### src/rtl/toggle_event_decoder_if.sv
// Bus for toggle_event_decoder: the toggle line and acknowledge in, event status out.
// The decoder is the slave; the consumer and status logic is the master.
interface toggle_event_decoder_if #(
    parameter int CNT_W = 8
);
    logic             tog_in;
    logic             ack_in;
    logic             evt_pulse;
    logic             evt_pending;
    logic [CNT_W-1:0] evt_count;
    logic             overrun;
    logic             level_out;

    modport master (
        output tog_in,
        output ack_in,
        input  evt_pulse,
        input  evt_pending,
        input  evt_count,
        input  overrun,
        input  level_out
    );

    modport slave (
        input  tog_in,
        input  ack_in,
        output evt_pulse,
        output evt_pending,
        output evt_count,
        output overrun,
        output level_out
    );
endinterface

### src/rtl/toggle_event_decoder.sv
// Receive end of a toggle-signalling link: synchronizes the toggle line and turns each level change into an event.
// Define TOGGLE_FILTER_EN to require a mismatch to persist FILT_LEN cycles before it is accepted.
module toggle_event_decoder #(
    parameter int CNT_W       = 8,
    parameter int SYNC_STAGES = 2,
    parameter int FILT_LEN    = 3
) (
    input  logic                  clk,
    input  logic                  rst,
    toggle_event_decoder_if.slave bus
);
    localparam logic [0:0] ST_INIT = 1'b0;
    localparam logic [0:0] ST_RUN  = 1'b1;
    localparam int         INIT_W  = (SYNC_STAGES > 1) ? $clog2(SYNC_STAGES) : 1;

    generate
        if (SYNC_STAGES < 2) begin : g_bad_sync
            $error("SYNC_STAGES must be at least 2");
        end
        if (FILT_LEN < 1) begin : g_bad_filt
            $error("FILT_LEN must be at least 1");
        end
    endgenerate

    logic [SYNC_STAGES-1:0] sync_q, sync_d;
    logic [0:0]             state_q, state_d;
    logic [INIT_W-1:0]      init_cnt_q, init_cnt_d;
    logic                   level_q, level_d;
    logic                   pulse_q, pulse_d;
    logic                   pending_q, pending_d;
    logic                   overrun_q, overrun_d;
    logic [CNT_W-1:0]       count_q, count_d;
    logic                   sync_out;
    logic                   mismatch;
    logic                   accept;

    assign sync_out = sync_q[SYNC_STAGES-1];
    assign mismatch = (state_q == ST_RUN) && (sync_out != level_q);

`ifdef TOGGLE_FILTER_EN
    localparam int HOLD_W = $clog2(FILT_LEN + 1);

    logic [HOLD_W-1:0] hold_q, hold_d;

    // Accept only once the mismatch has been seen FILT_LEN cycles in a row.
    always_comb begin
        hold_d = '0;
        accept = 1'b0;
        if (mismatch) begin
            if (hold_q == HOLD_W'(FILT_LEN - 1)) begin
                accept = 1'b1;
            end else begin
                hold_d = hold_q + 1'b1;
            end
        end
    end

    always_ff @(posedge clk) begin
        if (rst) begin
            hold_q <= '0;
        end else begin
            hold_q <= hold_d;
        end
    end
`else
    assign accept = mismatch;
`endif

    always_comb begin
        sync_d     = {sync_q[SYNC_STAGES-2:0], bus.tog_in};
        state_d    = state_q;
        init_cnt_d = init_cnt_q;
        level_d    = level_q;
        pulse_d    = 1'b0;
        pending_d  = pending_q;
        overrun_d  = overrun_q;
        count_d    = count_q;

        if (state_q == ST_INIT) begin
            if (init_cnt_q == INIT_W'(SYNC_STAGES - 1)) begin
                state_d = ST_RUN;
                // Take the level sync_out settles to on this edge, so a line held high through reset is not an event.
                level_d = sync_q[SYNC_STAGES-2];
            end else begin
                init_cnt_d = init_cnt_q + 1'b1;
            end
        end else if (accept) begin
            level_d   = ~level_q;
            pulse_d   = 1'b1;
            count_d   = count_q + 1'b1;
            pending_d = 1'b1;
            if (pending_q && !bus.ack_in) begin
                overrun_d = 1'b1;
            end
        end else if (bus.ack_in && pending_q) begin
            pending_d = 1'b0;
        end
    end

    always_ff @(posedge clk) begin
        if (rst) begin
            sync_q     <= '0;
            state_q    <= ST_INIT;
            init_cnt_q <= '0;
            level_q    <= 1'b0;
            pulse_q    <= 1'b0;
            pending_q  <= 1'b0;
            overrun_q  <= 1'b0;
            count_q    <= '0;
        end else begin
            sync_q     <= sync_d;
            state_q    <= state_d;
            init_cnt_q <= init_cnt_d;
            level_q    <= level_d;
            pulse_q    <= pulse_d;
            pending_q  <= pending_d;
            overrun_q  <= overrun_d;
            count_q    <= count_d;
        end
    end

    assign bus.evt_pulse   = pulse_q;
    assign bus.evt_pending = pending_q;
    assign bus.evt_count   = count_q;
    assign bus.overrun     = overrun_q;
    assign bus.level_out   = level_q;
endmodule

### src/flat_wrapper.sv
// flat-port wrapper written by rule: the top's interface ports become plain ports
module toggle_event_decoder_flat 
#(
    parameter int CNT_W       = 8,
    parameter int SYNC_STAGES = 2,
    parameter int FILT_LEN    = 3
)
  (clk, rst, bus_tog_in, bus_ack_in, bus_evt_pulse, bus_evt_pending, bus_evt_count, bus_overrun, bus_level_out);
  toggle_event_decoder_if #(.CNT_W(CNT_W)) bus_i ();
  input  logic clk;
  input  logic rst;
  input wire logic [$bits(bus_i.tog_in)-1:0] bus_tog_in;
  input wire logic [$bits(bus_i.ack_in)-1:0] bus_ack_in;
  output wire logic [$bits(bus_i.evt_pulse)-1:0] bus_evt_pulse;
  output wire logic [$bits(bus_i.evt_pending)-1:0] bus_evt_pending;
  output wire logic [$bits(bus_i.evt_count)-1:0] bus_evt_count;
  output wire logic [$bits(bus_i.overrun)-1:0] bus_overrun;
  output wire logic [$bits(bus_i.level_out)-1:0] bus_level_out;
  assign bus_i.tog_in = bus_tog_in;
  assign bus_i.ack_in = bus_ack_in;
  assign bus_evt_pulse = bus_i.evt_pulse;
  assign bus_evt_pending = bus_i.evt_pending;
  assign bus_evt_count = bus_i.evt_count;
  assign bus_overrun = bus_i.overrun;
  assign bus_level_out = bus_i.level_out;
  toggle_event_decoder #(.CNT_W(CNT_W), .SYNC_STAGES(SYNC_STAGES), .FILT_LEN(FILT_LEN)) u_core (.clk(clk), .rst(rst), .bus(bus_i));
endmodule
### config.mk
export PLATFORM = sky130hd
export DESIGN_NAME = toggle_event_decoder_flat
export DESIGN_NICKNAME = d
export VERILOG_FILES = /design/src/rtl/toggle_event_decoder_if.sv /design/src/rtl/toggle_event_decoder.sv /design/src/flat_wrapper.sv
export SDC_FILE = /design/constraint.sdc
export NUM_CORES = 1
export LEC_CHECK = 0
export CELL_PAD_IN_SITES_DETAIL_PLACEMENT = 1
export CELL_PAD_IN_SITES_GLOBAL_PLACEMENT = 1
export CORE_MARGIN = 8
export CORE_UTILIZATION = 38
export CTS_CLUSTER_DIAMETER = 30
export CTS_CLUSTER_SIZE = 16
export DETAILED_ROUTE_END_ITERATION = 8
export DONT_BUFFER_PORTS = 1
export GPL_ROUTABILITY_DRIVEN = 0
export PLACE_DENSITY_LB_ADDON = 0.1
export SLEW_MARGIN = 20
export SYNTH_ARGS = -nofsm -noshare
export SYNTH_HDL_FRONTEND = slang
export SYNTH_SLANG_ARGS = --single-unit
### constraint.sdc
create_clock -name clk -period 1.16 [get_ports clk]
set_input_delay 0.29 -clock clk [delete_from_list [all_inputs] [get_ports clk]]
set_output_delay 0.29 -clock clk [all_outputs]
set_load 0.02 [all_outputs]
==> results by stage, run 1 <==
Clocking:
- For this design, the sink count on the clock tree is 16.
- The TritonCTS clock tree is built.
- The CTS H-tree depth is 1.
- The number of buffers inserted by hold repair at cts is 0.
- The clock latency reported for the late side of the worst-skew pair is 0.29 ns.
- The maximum count of clock buffers along a single path is 2.
- The clock tree root driver cell is clkbuf_4.
- The number of clock buffers inserted by TritonCTS is 3.
- Clock-pin slew was measured on the worst setup and hold paths at 0.09 ns.

Route:
- Summing over every cut layer, the via total after detailed routing is 620.
- The remaining antenna violation count after routing is 0.
- The total length of routed wires is 1990 microns.
- The detailed router's first-iteration violation count is 8.
- In the routed design, unresolved DRC markers number 0.
- The detailed-route wire length per cell is 18.6 microns.
- The detailed-router iteration count before antenna repair is 4.
- The routed via count divided by cell count is 5.79.

Floorplan:
- The floorplan step defined a die boundary enclosing 3230 sq um.
- The initial cell density of the core is 41.1%.
- Measured along the y axis, the die boundary spans 56.8 microns.
- The die is 56.8 microns wide.
- The floorplan has 14 rows.
- The floorplan core area is 1540 sq um.
- The top-level I/O count is 16.

Final layout:
- The repair_antennas step left the layout with diodes totalling 0.
- The area taken by flip-flops and latches is 353 sq um.
- Leaving out fill and tap cells, the most frequent cells in the layout are buf_4, dfxtp_4, a21oi_1, a21oi_2, dfxtp_1.
- The share of cells above drive strength 1 is 60.4%.
- Leaving out fill and tap cells, the most frequent cell in the layout is buf_4.
- The multi-input combinational cells in the finished layout cover a total of 425 sq um.
- The area growth from synthesis to layout is 59.9%.
- The cell area after layout is 1010 sq um.
- The filler cell count in the final layout is 164.
- The net count of the finished layout is 97.

Synth:
- The post-synthesis cell area is 633 sq um.
- The mean post-synth cell area is 9.18 sq um.
- The number of warnings issued by yosys is 0.
- Synthesis produced a netlist with a net count of 74.
- The number of distinct library cell variants in the gate-level netlist after synthesis is 21.
- The share of the Yosys chip area taken by registers is 50.6%.
- The gate count of the mapped netlist is 69.
- After synthesis the netlist holds a flip-flop and latch count of 16.

Power:
- For this design the ratio of total power to cell area is 993 nW/um^2.
- The largest voltage drop on the vdd net is 0.805 mV.
- The standby leakage power is 0.000378 uW.

Global routing:
- The total global routing overflow is 0.
- The maximum number of pins on one net before global-route repair is 17.
- The total routing usage reported by global routing is 11.5%.
- The number of global-route vias before repair came to 633.
- The initial antenna violation count is 0.
- The first global-routing pass estimated 2990 microns of wire.

Worst setup path:
- In this run the critical register-to-register path is captured at u_core.bus.evt_count[3]$_SDFFE_PP0P_.
- At the worst endpoint, the required time is 1.37 ns.
- The data arrival at the endpoint of the critical path is 1.50 ns.
- The setup check on the worst reg-to-reg path leaves a slack of -0.13 ns.
- The critical path endpoint category is a flip-flop.
- The startpoint class of the critical path is a flip-flop.
- The largest driver fanout on the critical path is 7.
- The depth of the worst register-to-register path is 4.
- The startpoint-to-endpoint class of the critical path is reg2reg.
- The startpoint of the worst-slack reg-to-reg timing path is u_core.sync_q[1]$_SDFF_PP0_.

Placed design:
- The total half-perimeter wirelength after legalization and detailed placement is 1210 microns.
- The number of buffer cells added on primary ports is 0.
- In this run the cell area measured after placement is 833 sq um.

Timing:
- The final count of pins violating max slew is 0.
- The clock period minus final worst setup slack is 1.29 ns.
- The hold violation total from the final report is 0.
- The clock skew after layout is 0.00427 ns.
- The worst slew margin relative to its limit is 77.1%.
- The worst hold margin is 0.0386 ns.
- In the post-route analysis, the smallest setup slack over all paths is -0.131 ns.
- The share of the clock period used by the worst path is 111%.
- The total of endpoints with negative setup slack in the final report is 8.
- The fmax is 775 MHz.
- For the pin with the worst max-slew slack, the measured transition is 0.340 ns.
- Setup repair after global routing could not meet its margin everywhere.

Hold path:
- The hold path depth is 1.
- The type of the worst min-delay path is in2reg.
- The startpoint of the lowest-slack hold path is rst.
- The path with the worst hold slack has its endpoint at u_core.bus.evt_count[5]$_SDFFE_PP0P_.

Status:
- The checks that failed: setup timing.
- The run finished, with violations left.

Job:
- Max-cap violations in this run came to 0.
[registers in the layout, indices dropped and copies added (netlist names)]
name / flops
u_core.bus.level_out: 1
u_core.init_cnt_q: 1
u_core.bus.evt_pending: 1
u_core.state_q: 1
u_core.bus.evt_pulse: 1
u_core.sync_q: 2
u_core.bus.overrun: 1
u_core.bus.evt_count: 8
[logic make-up (layout without fill, tap and decap cells)]
kind of cell	Yosys count	in the layout	share of synthesized area [%]
adder cells (fa/ha/maj)	1	1	1.98
AO/OA/AOI/OAI	22	22	19.6
XOR/XNOR	2	2	2.77
multiplexers	1	1	1.78
buffers and inverters	6	28	3.95
flip-flops	16	16	50.6
AND/OR/NAND/NOR	21	21	19.4
[cells in the mapped netlist, drive strengths merged]
cell type,instances,share of area [%]
xor2,1,1.4
inv,3,1.8
clkbuf,1,0.59
a41oi,1,1.4
mux2,1,1.8
o21ai,5,4.0
nand4,3,4.0
nor2,2,1.2
buf,2,1.6
nor2b,2,2.0
nand2,6,3.6
xnor2,1,1.4
or3,3,3.2
or4,4,4.7
nand3,1,0.79
ha,1,2.0
a21oi,12,9.5
dfxtp,16,51
o31ai,4,4.7
[layout make-up]
class | count | area share [%]
Clock buffer | 4 | 2.60
Inverter | 3 | 1.11
Multi-Input combinational cell | 47 | 42.0
Sequential cell | 16 | 34.9
Tap cell | 16 | 1.98
Timing Repair Buffer | 21 | 17.4
[worst max path at each step]
stage | startpoint | endpoint
2_1_floorplan | u_core.bus.level_out$_SDFFE_PP0P_ | u_core.bus.evt_count[6]$_SDFFE_PP0P_
3_3_place_gp | u_core.sync_q[1]$_SDFF_PP0_ | u_core.bus.evt_count[6]$_SDFFE_PP0P_
3_5_place_dp | u_core.sync_q[1]$_SDFF_PP0_ | u_core.bus.evt_count[0]$_SDFFE_PP0P_
4_1_cts | u_core.bus.level_out$_SDFFE_PP0P_ | u_core.bus.evt_count[6]$_SDFFE_PP0P_
5_1_grt | u_core.sync_q[1]$_SDFF_PP0_ | u_core.bus.evt_count[3]$_SDFFE_PP0P_
6_report | u_core.sync_q[1]$_SDFF_PP0_ | u_core.bus.evt_count[3]$_SDFFE_PP0P_
[critical path: stages (launching register included)]
cell	delay, ns
dfxtp_4	0.37
xnor2_4	0.18
buf_4	0.16
or3_1	0.35
a21oi_1	0.16
[what timing repair did]
action,in CTS,in global routing
setup endpoints to repair,10,15
gates resized for setup,13,18
hold endpoints to repair,0,0
buffers inserted,3,1
pin swaps,7,4
[routing by layer]
| metal | wire, microns | track usage [%] | vias up |
|---|---|---|---|
| met5 | 0 | 0 | - |
| met4 | 32 | 5.03 | 0 |
| met3 | 114 | 4.04 | 7 |
| met2 | 1050 | 20.2 | 15 |
| met1 | 796 | 11.9 | 303 |
| li1 | - | - | 295 |
[power by group]
part | total, uW | internal [uW] | switching (uW)
clock network | 315 | 134 | 181
registers | 573 | 551 | 22.0
logic | 118 | 59.3 | 58.4
[through the flow]
step           total power, uW  setup slack [ns]  setup TNS [ns]  utilization, %  instances
2_1_floorplan              652           -0.0327          -0.107               -         69
3_3_place_gp               670           -0.0540          -0.227            54.1         99
3_5_place_dp               675            -0.132          -0.552            54.1         99
4_1_cts                   1010            -0.107          -0.643            60.1        106
5_1_grt                   1040            -0.166           -1.07            65.7        107
6_report                  1010            -0.131          -0.732            65.7        107
Power figures use the tool's default switching activity.
==> run 2: changes to the inputs <==
- CORE_UTILIZATION: 38 -> 42
- CTS_BUF_LIST: unset -> sky130_fd_sc_hd__clkbuf_4
==> run 2 against run 1 <==
Compared with the run above: the run still ends with setup timing left; register-to-register slack got worse by 0.08 ns; count of clock-buffer cells in the layout did not move; clock power is 8.3% higher; design area is 1.5% lower; final cell count unchanged; critical path type unchanged.
==> results by stage, run 2 (synthesis results as in run 1) <==
Final layout:
- Most used cells in the layout excluding fill and tap cells: buf_4, a21oi_2, dfxtp_4 (was buf_4, dfxtp_4, a21oi_1, a21oi_2, dfxtp_1).
- The filler cell count in the final layout is 158 (was 164).
- The number of flip-flops under the largest register name was 8 (unchanged).
- The share of cells above drive strength 1 came to 62.6% (was 60.4%).
- The number of antenna cells inserted is 0 (unchanged).
- The area growth from synthesis to layout came to 57.5% (was 59.9%).
- The net count of the finished layout is 97 (unchanged).
- The final non-filler cell total was 107 (unchanged).
- The most frequent standard cell in the layout excluding fill and tap cells is buf_4 (unchanged).
- The final standard cell utilization of the core was 68.6% (was 65.7%).

Timing:
- The post-route worst setup slack is -0.208 ns (was -0.131 ns).
- The final count of pins violating max slew was 0 (unchanged).
- The clock skew after layout is 0.00437 ns (was 0.00427 ns).
- The clock period minus final worst setup slack came to 1.37 ns (was 1.29 ns).
- The fmax came to 731 MHz (was 775 MHz).
- The total of endpoints with negative setup slack in the final report is 8 (unchanged).
- Unrepaired setup endpoints after global routing: yes (unchanged).
- The worst slew margin relative to its limit came to 76.5% (was 77.1%).
- The share of the clock period used by the worst path was 118% (was 111%).
- The hold violation total from the final report is 0 (unchanged).
- The actual transition at the worst max-transition pin is 0.351 ns (was 0.340 ns).

Clocking:
- The maximum count of clock buffers along a single path is 2 (unchanged).
- The number of buffers inserted by hold repair at cts was 0 (unchanged).
- The number of clock buffers inserted by TritonCTS is 3 (unchanged).
- The clock tree root driver cell is clkbuf_4 (unchanged).
- The CTS H-tree depth was 1 (unchanged).
- The clock sink count is 16 (unchanged).
- The TritonCTS clock tree is built (unchanged).
- The clock transition at the registers of the reported paths came to 0.10 ns (was 0.09 ns).
- The clock latency reported for the late side of the worst-skew pair came to 0.29 ns (about the same).

Floorplan:
- The number of standard-cell rows in the floorplan is 14 (unchanged).
- The top-level I/O count came to 16 (unchanged).
- The die outline area is 3010 sq um (was 3230 sq um).
- The floorplan core area is 1450 sq um (was 1540 sq um).
- The die span in y is 54.8 microns (was 56.8 microns).
- The initial cell density of the core came to 43.5% (was 41.1%).
- The width of the die is 54.8 microns (was 56.8 microns).

Worst setup path:
- The depth of the worst register-to-register path came to 3 (was 4).
- The startpoint of the worst-slack reg-to-reg timing path is u_core.bus.level_out$_SDFFE_PP0P_ (was u_core.sync_q[1]$_SDFF_PP0_).
- The data arrival at the endpoint of the critical path was 1.59 ns (was 1.50 ns).
- The startpoint class of the critical path is a flip-flop (unchanged).
- The startpoint-to-endpoint class of the critical path is reg2reg (unchanged).
- The library cell contributing the largest single delay on the critical path was or4_1 (was dfxtp_4).
- The critical path endpoint category was a flip-flop (unchanged).
- Cell chain of the critical path: xnor2_4, or4_1, a21oi_2 (was xnor2_4, buf_4, or3_1, a21oi_1).
- The largest driver fanout on the critical path is 6 (was 7).
- The launching element of the worst setup path is u_core.bus.level_out$_SDFFE_PP0P_ (was u_core.sync_q[1]$_SDFF_PP0_).
- The maximum single-stage delay on the critical path was 0.56 ns (was 0.37 ns).
- The required time of the critical path is 1.38 ns (was 1.37 ns).

Global routing:
- The initial antenna violation count is 0 (unchanged).
- The total routing usage reported by global routing came to 15.3% (was 11.5%).
- The number of global-route vias before repair is 644 (was 633).
- The total global routing overflow is 0 (unchanged).
- The maximum number of pins on one net before global-route repair is 17 (unchanged).
- The wire length of the first global-routing pass came to 3170 microns (was 2990 microns).

Power:
- The switching power is 264 uW (was 261 uW).
- The power per cell area is 1030 nW/um^2 (was 993 nW/um^2).
- The switching power as a share of total power is 25.6% (was 26.0%).
- The largest voltage drop on the vdd net is 0.638 mV (was 0.805 mV).
- The overall power of the completed layout is 1030 uW (was 1010 uW).
- The standby leakage power is 0.000376 uW (was 0.000378 uW).
- The sequential cell fraction of total power was 56.0% (was 57.0%).
- The clock group share of total power is 33.2% (was 31.3%).
- The proportion of power drawn by combinational gates was 10.8% (was 11.7%).
- The internal power is 765 uW (was 744 uW).

Route:
- The remaining antenna violation count after routing is 0 (unchanged).
- The total length of routed wires was 2290 microns (was 1990 microns).
- The routed via count divided by cell count is 5.92 (was 5.79).
- The routed via count is 633 (was 620).
- The detailed-route wire length per cell is 21.4 microns (was 18.6 microns).
- The DRC violations left is 0 (unchanged).
- The detailed router's first-iteration violation count is 3 (was 8).
- The detailed-router iteration count before antenna repair came to 4 (unchanged).

Status:
- Failing checks: setup timing (unchanged).
- Status: finished with violations (unchanged).

Hold path:
- The type of the worst min-delay path is in2reg (unchanged).
- The startpoint of the lowest-slack hold path is rst (unchanged).
- The hold path depth is 1 (unchanged).

Placed design:
- The number of placed instances, taps included is 99 (unchanged).
- The total half-perimeter wirelength after legalization and detailed placement came to 1300 microns (was 1210 microns).
- The setup slack after placement came to -0.126 ns (was -0.132 ns).
- The number of buffer cells added on primary ports came to 0 (unchanged).

Job:
- The max-cap check violation count was 0 (unchanged).
## run 2: per-layer routing
layer	wire (microns)	up-vias	global-route usage, %
met5	0	-	0
met4	128	0	12.3
met3	155	14	5.16
met2	1180	23	26.0
met1	824	300	14.8
li1	-	296	-
## run 2: stage by stage
| stage | hold WS (ns) | TNS (ns) | cell area [sq um] |
|---|---|---|---|
| 6_report | 0.0414 | -0.861 | 997 |
| 5_1_grt | 0.0219 | -1.17 | 997 |
| 4_1_cts | 0.0379 | -0.621 | 930 |
| 3_5_place_dp | 0.355 | -0.556 | 833 |
| 3_3_place_gp | 0.354 | -0.250 | 833 |
| 2_1_floorplan | 0.349 | -0.107 | 712 |
## run 2: area by class of cell
| class | count | area (sq um) | area share [%] |
|---|---|---|---|
| clock buffer | 4 | 30.0 | 3.01 |
| inverter | 3 | 11.3 | 1.13 |
| multi-input combinational | 48 | 424 | 42.5 |
| sequential | 16 | 350 | 35.1 |
| tap | 16 | 20.0 | 2.01 |
| timing repair buffer | 20 | 161 | 16.2 |
## run 2: power by group through the flow
stage | Sequential (uW) | Combinational [uW] | Clock [uW]
after global placement | 591 | 85.4 | 0
after global routing | 579 | 119 | 362
after CTS | 582 | 104 | 344
after floorplan | 592 | 59.8 | 0
after detailed placement | 593 | 90.8 | 0
final | 576 | 111 | 341
## run 2: worst paths after layout
path,end,slack (ns)
min,u_core.bus.evt_count[5]$_SDFFE_PP0P_,0.04
max reg2reg,u_core.bus.evt_count[6]$_SDFFE_PP0P_,-0.21
min reg2reg,u_core.sync_q[1]$_SDFF_PP0_,0.48
max,u_core.bus.evt_count[6]$_SDFFE_PP0P_,-0.21
## run 2: worst max-delay path: cells and delay by family, from the launching register on
kind,cells,cell delay (ns)
flops,1,0.39
compound gates,1,0.17
simple gates,1,0.56
xor+xnor,1,0.18
## run 2: timing repair
item | 4_1_cts | 5_1_grt
cloned | 1 | 0
endpoints found under the setup margin | 8 | 14
gates resized for setup | 9 | 16
setup buffers | 2 | 1
pin swaps | 4 | 1
